--- config.mk ---
export PLATFORM = sky130hd
export DESIGN_NAME = mskskinny_round_ctrl_flat
export DESIGN_NICKNAME = d
export VERILOG_FILES = /design/src/rtl/mskskinny_round_ctrl_if.sv /design/src/rtl/mskskinny_round_ctrl.sv /design/src/flat_wrapper.sv
export SDC_FILE = /design/constraint.sdc
export NUM_CORES = 1
export LEC_CHECK = 0
export CAP_MARGIN = 20
export CORE_MARGIN = 8
export CORE_UTILIZATION = 47
export DETAILED_ROUTE_END_ITERATION = 12
export GPL_ROUTABILITY_DRIVEN = 0
export HOLD_SLACK_MARGIN = 0.1
export PLACE_DENSITY = 0.83
export SLEW_MARGIN = 20
export SYNTH_ARGS = -nofsm -noshare
export SYNTH_HDL_FRONTEND = slang
export SYNTH_SLANG_ARGS = --single-unit
--- constraint.sdc ---
create_clock -name clk -period 2 [get_ports clk]
set_clock_uncertainty 0.1 [all_clocks]
set_input_delay 0.4 -clock clk [delete_from_list [all_inputs] [get_ports clk]]
set_output_delay 0.4 -clock clk [all_outputs]
set_load 0.01 [all_outputs]
--- src/rtl/mskskinny_round_ctrl_if.sv ---
// Round-controller bus for the masked SKINNY-128 datapath: mode-controller handshake,
// datapath strobes and the shared round constant. rnd exists only with MSK_CST_REFRESH_EN.
interface mskskinny_round_ctrl_if #(
  parameter int d = 2
);
  // start/ready: a request is accepted in exactly the cycle where start=1 and ready=1;
  // start seen while ready=0 is dropped, never queued. load marks the accepting cycle.
  logic           start;
  logic           ready;
  logic           load;
  logic           round_en;
  logic [6*d-1:0] round_cst;
  logic [5:0]     round_idx;
  logic           last_round;
  logic           done;
  logic [1:0]     dbg_state;
`ifdef MSK_CST_REFRESH_EN
  logic [6*(d-1)-1:0] rnd;

  modport master (
    output start, rnd,
    input  ready, load, round_en, round_cst, round_idx, last_round, done, dbg_state
  );

  modport slave (
    input  start, rnd,
    output ready, load, round_en, round_cst, round_idx, last_round, done, dbg_state
  );
`else
  modport master (
    output start,
    input  ready, load, round_en, round_cst, round_idx, last_round, done, dbg_state
  );

  modport slave (
    input  start,
    output ready, load, round_en, round_cst, round_idx, last_round, done, dbg_state
  );
`endif
endinterface

--- src/rtl/mskskinny_round_ctrl.sv ---
// Round sequencer for masked SKINNY-128: round-constant LFSR, d-share constant, round timing.
// Optional MSK_CST_REFRESH_EN: re-mask the constant shares from rnd at the start of every round.
module mskskinny_round_ctrl #(
  parameter int d       = 2,
  parameter int NROUNDS = 56,
  parameter int RND_LAT = 4
) (
  input  logic                    clk,
  input  logic                    rst,
  mskskinny_round_ctrl_if.slave   bus
);

  localparam int CW = (RND_LAT > 1) ? $clog2(RND_LAT) : 1;
  localparam int RW = 6 * (d - 1);
  localparam logic [CW-1:0] CYC_LAST = CW'(RND_LAT - 1);
  localparam logic [5:0]    IDX_LAST = 6'(NROUNDS - 1);

  typedef enum logic [1:0] {
    S_IDLE = 2'd0,
    S_RUN  = 2'd1,
    S_DONE = 2'd2
  } state_t;

  state_t         state, state_n;
  logic [CW-1:0]  cyc, cyc_n;
  logic [5:0]     idx, idx_n;
  logic [5:0]     lfsr, lfsr_n;
  logic           enter_round;
  logic [RW-1:0]  masks;

  logic           ready_q;
  logic           round_en_q;
  logic           last_q;
  logic           done_q;
  logic [6*d-1:0] cst_q;

  function automatic logic [5:0] lfsr_step(input logic [5:0] l);
    return {l[4:0], l[5] ^ l[4] ^ 1'b1};
  endfunction

  // Bit-major sharing: bit i occupies [i*d +: d]; share 0 absorbs the masks of shares 1..d-1.
  function automatic logic [6*d-1:0] share_cst(input logic [5:0] rc, input logic [RW-1:0] m);
    logic [6*d-1:0] s;
    logic [d-2:0]   mi;
    s = '0;
    for (int i = 0; i < 6; i++) begin
      mi = m[i*(d-1) +: (d-1)];
      s[i*d] = rc[i] ^ (^mi);
      for (int j = 1; j < d; j++) begin
        s[i*d+j] = mi[j-1];
      end
    end
    return s;
  endfunction

`ifdef MSK_CST_REFRESH_EN
  assign masks = bus.rnd;
`else
  assign masks = '0;
`endif

  always_comb begin
    state_n     = state;
    cyc_n       = cyc;
    idx_n       = idx;
    lfsr_n      = lfsr;
    enter_round = 1'b0;
    case (state)
      S_IDLE: begin
        if (bus.start) begin
          state_n     = S_RUN;
          cyc_n       = '0;
          idx_n       = '0;
          lfsr_n      = 6'h01;
          enter_round = 1'b1;
        end
      end
      S_RUN: begin
        if (cyc == CYC_LAST) begin
          if (idx == IDX_LAST) begin
            state_n = S_DONE;
            cyc_n   = '0;
            idx_n   = '0;
            lfsr_n  = '0;
          end else begin
            idx_n       = idx + 6'd1;
            cyc_n       = '0;
            lfsr_n      = lfsr_step(lfsr);
            enter_round = 1'b1;
          end
        end else begin
          cyc_n = cyc + CW'(1);
        end
      end
      S_DONE: begin
        state_n = S_IDLE;
        cyc_n   = '0;
        idx_n   = '0;
        lfsr_n  = '0;
      end
      default: begin
        state_n = S_IDLE;
        cyc_n   = '0;
        idx_n   = '0;
        lfsr_n  = '0;
      end
    endcase
  end

  // Outputs are registered from next-state values so they line up with the state they describe.
  always_ff @(posedge clk) begin
    if (rst) begin
      state      <= S_IDLE;
      cyc        <= '0;
      idx        <= '0;
      lfsr       <= '0;
      ready_q    <= 1'b1;
      round_en_q <= 1'b0;
      last_q     <= 1'b0;
      done_q     <= 1'b0;
      cst_q      <= '0;
    end else begin
      state      <= state_n;
      cyc        <= cyc_n;
      idx        <= idx_n;
      lfsr       <= lfsr_n;
      ready_q    <= (state_n == S_IDLE);
      round_en_q <= (state_n == S_RUN) && (cyc_n == CYC_LAST);
      last_q     <= (state_n == S_RUN) && (idx_n == IDX_LAST);
      done_q     <= (state_n == S_DONE);
      if (enter_round) begin
        cst_q <= share_cst(lfsr_n, masks);
      end else if (state_n != S_RUN) begin
        cst_q <= '0;
      end
    end
  end

  assign bus.ready      = ready_q;
  assign bus.load       = ready_q & bus.start;
  assign bus.round_en   = round_en_q;
  assign bus.round_cst  = cst_q;
  assign bus.round_idx  = idx;
  assign bus.last_round = last_q;
  assign bus.done       = done_q;
  assign bus.dbg_state  = state;

endmodule

--- src/flat_wrapper.sv ---
// flat-port wrapper written by rule: the top's interface ports become plain ports
module mskskinny_round_ctrl_flat 
#(
  parameter int d       = 2,
  parameter int NROUNDS = 56,
  parameter int RND_LAT = 4
)
  (clk, rst, bus_start, bus_ready, bus_load, bus_round_en, bus_round_cst, bus_round_idx, bus_last_round, bus_done, bus_dbg_state);
  mskskinny_round_ctrl_if #(.d(d)) bus_i ();
  input  logic clk;
  input  logic rst;
  input wire logic [$bits(bus_i.start)-1:0] bus_start;
  output wire logic [$bits(bus_i.ready)-1:0] bus_ready;
  output wire logic [$bits(bus_i.load)-1:0] bus_load;
  output wire logic [$bits(bus_i.round_en)-1:0] bus_round_en;
  output wire logic [$bits(bus_i.round_cst)-1:0] bus_round_cst;
  output wire logic [$bits(bus_i.round_idx)-1:0] bus_round_idx;
  output wire logic [$bits(bus_i.last_round)-1:0] bus_last_round;
  output wire logic [$bits(bus_i.done)-1:0] bus_done;
  output wire logic [$bits(bus_i.dbg_state)-1:0] bus_dbg_state;
  assign bus_i.start = bus_start;
  assign bus_ready = bus_i.ready;
  assign bus_load = bus_i.load;
  assign bus_round_en = bus_i.round_en;
  assign bus_round_cst = bus_i.round_cst;
  assign bus_round_idx = bus_i.round_idx;
  assign bus_last_round = bus_i.last_round;
  assign bus_done = bus_i.done;
  assign bus_dbg_state = bus_i.dbg_state;
  mskskinny_round_ctrl #(.d(d), .NROUNDS(NROUNDS), .RND_LAT(RND_LAT)) u_core (.clk(clk), .rst(rst), .bus(bus_i));
endmodule
==> impl_metrics.yaml <==
yosys:
  synth_top_area_frac: 0.460
  yosysSeqAreaShare: 0.460
  ys_warn_count: 0
  synth_cells: 122
  syn_area_per_cell_um2: 9.27
  yosysTopAreaCell: "dfxtp_1"
  synth_area_leaders: "dfxtp_1 (46%), a22o_1 (7.0%), nor2_1 (5.0%), nand2_1 (4.3%), buf_4 (4.0%)"
  synth_cell_type_count: 37
  ys_ff_latch: 26
  synth_area_mm2: 0.00113
power_and_ir_drop:
  ir_drop_mv: 0.483
  p_per_area_mw_per_mm2: 613
  finalPower_mw: 0.875
  p_leak_nw: 0.544
clocking:
  h-tree-depth: 1
  clkSinkCount: 26
  tritoncts: "done"
  path_clk_slew_ns: 0.13
  clk_path_buf_depth: 2
  clock_latency_ns: 0.32
  cts_post_setup_buffers_inserted: 0
  numCtsBuffers: 3
  cts_root_buffer: "clkbuf_4"
critical_path:
  crit_cells: 1
  critPathCaptureType: "primary output"
  endpoint: "bus_round_idx[3]"
  timing.rr.end: "u_core.bus.round_idx[1]"
  r2r_cells: 6
  worstPathBufferInverterCount: 1
  crit_arrival_ns: 1.44
  critical-path-top-delay-family: "buffers and inverters"
  critPathLaunchType: "flop"
  worstPathRequired_ns: 1.50
  crit_start: "u_core.bus.round_idx[3]"
  cpPeakStageDelay_ns: 0.60
  cp_cell_sequence: "clkdlybuf4s50_1"
  cp_max_fo: 8
  r2r_start: "u_core.bus.round_idx[1]"
  slowest_stage: "clkdlybuf4s50_1"
  r2r_slack_ns: 0.18
  crit_type: "reg2out"
global_routing:
  antenna_found_initial: 0
  grt_overflow_total: 0
  grt_pass1_vias: 987
  grt_start_max_net_pins: 15
  grt_first_pass_wirelength_um: 4520
  grt_usage: 0.129
floorplan:
  rows: 17
  fp.dieH_um: 65.1
  die-area_mm2: 0.00423
  die_x_um: 65.1
  io_pins: 28
  coreArea_mm2: 0.00225
  start_util: 0.502
detailed_routing:
  post-route-drc-count: 0
  drt_pass1_iterations: 4
  highest_layer: "met4"
  drt-wirelength-per-cell_um: 14.8
  met2_wirelength_um: 1270
  vias: 981
  met3_wirelength_um: 199
  post_drt_via_cell_ratio: 5.57
  wl_met1_um: 1100
  antenna_left: 0
  drt_iter0_drc: 38
  totalWireLength_um: 2610
sta:
  hold_viol_final: 0
  setup_viol: 0
  grt_setup_unrepaired: "no"
  post-route-period-util: 0.968
  hold_ws_ns: 0.393
  layout_min_cycle_time_ns: 1.94
  timing.fmax_ghz: 0.517
  finalMaxSlewViolations: 0
  tns_ns: 0
run:
  drv.max_cap_violation_count: 0
layout:
  regArea_um2: 522
  finish.utilization: 0.633
  finalNetCount: 154
  layout_common_cells: "dfxtp_1 (25), clkdlybuf4s50_1 (20), nor2_1 (15), nand2_1 (13), a22o_1 (9)"
  insertedDiodeCount: 0
  multi_input_area_um2: 569
  final_common_cell: "dfxtp_1"
  area_growth_pct: 26.2
  final_layout_size_suffix_gt1_frac: 0.128
  fillers: 203
placed_design:
  io_buffers: 21
  dp_hpwl_um: 2030
worst_hold_path:
  holdCritPathClass: "reg2reg"
status:
  status: "complete, no violations"
[kinds of logic (layout without fill, tap and decap cells)]
group           Yosys count  after routing  share of synthesized area
simple gates             49             49                      0.237
compound gates           29             29                      0.190
flops                    26             26                      0.460
buf+inv                  12             33                     0.0630
fa+ha+maj                 2              2                     0.0221
xor+xnor                  2              2                     0.0155
other cells               1              6                    0.00332
mux                       1              1                    0.00885
[worst min path at each step]
| stage | from | to | cells after the start |
|---|---|---|---|
| after global placement | u_core.bus.round_cst[0] | u_core.bus.round_cst[0] | 2 |
| final | u_core.bus.round_cst[6] | u_core.bus.round_cst[6] | 1 |
| after floorplan | u_core.cyc[0] | u_core.bus.round_en | 1 |
| after CTS | u_core.bus.round_cst[2] | u_core.bus.round_cst[2] | 1 |
| after global routing | u_core.bus.round_cst[2] | u_core.bus.round_cst[2] | 1 |
| after detailed placement | u_core.bus.round_cst[2] | u_core.bus.round_cst[2] | 1 |
[cell type report]
cell class / count / area share
Timing Repair Buffer: 28 / 0.183
Sequential cell: 26 / 0.365
Inverter: 1 / 0.00263
Clock buffer: 4 / 0.0254
Tap cell: 28 / 0.0245
Multi-Input combinational cell: 89 / 0.399
[state kept, by name, summed over array words and instances (netlist names)]
register	cells
u_core.bus.done	1
u_core.cyc	2
u_core.bus.dbg_state	2
u_core.bus.round_en	1
u_core.bus.ready	1
u_core.bus.round_idx	6
u_core.bus.round_cst	6
u_core.bus.last_round	1
u_core.lfsr	6
[Yosys cell counts]
master,number
dfxtp_1,26
nor2_1,15
nand2_1,13
a22o_1,9
buf_4,6
nand2b_1,4
o21ai_0,4
a21oi_1,3
a22oi_1,3
nand4_1,3
a32oi_1,2
and2_1,2
and4b_1,2
buf_2,2
clkbuf_1,2
ha_1,2
nor2b_1,2
o31ai_1,2
xnor2_1,2
a31oi_1,1
a41oi_1,1
clkbuf_2,1
conb_1,1
inv_1,1
mux2i_1,1
nand2b_4,1
nor3_1,1
nor3_2,1
nor3b_2,1
nor4b_1,1
o211ai_1,1
o21ai_2,1
o221ai_1,1
o22ai_1,1
or2_2,1
or3_1,1
or4_4,1
[per-stage QoR]
step	instances	setup WS (ns)	area [µm²]
final	176	0.0646	1430
after detailed placement	172	-0.0421	1380
after CTS	176	0.0181	1420
after floorplan	127	0.365	1150
after global placement	172	-0.0155	1380
after global routing	176	0.0159	1430
[layer usage]
metal	up-vias	GRT usage
met5	-	0
met4	0	0.0463
met3	7	0.0430
met2	36	0.226
met1	458	0.143
li1	480	-
[power by group]
group,switching (mW),internal [mW]
combinational,0.0458,0.0336
sequential,0.00920,0.527
clock,0.149,0.111
total,0.204,0.671
[timing repair]
| item | 4_1_cts | 5_1_grt |
|---|---|---|
| hold buffers | 0 | 0 |
| resized for setup | 1 | 3 |
| setup endpoints to repair | 1 | 15 |
Power figures use the tool's default switching activity.
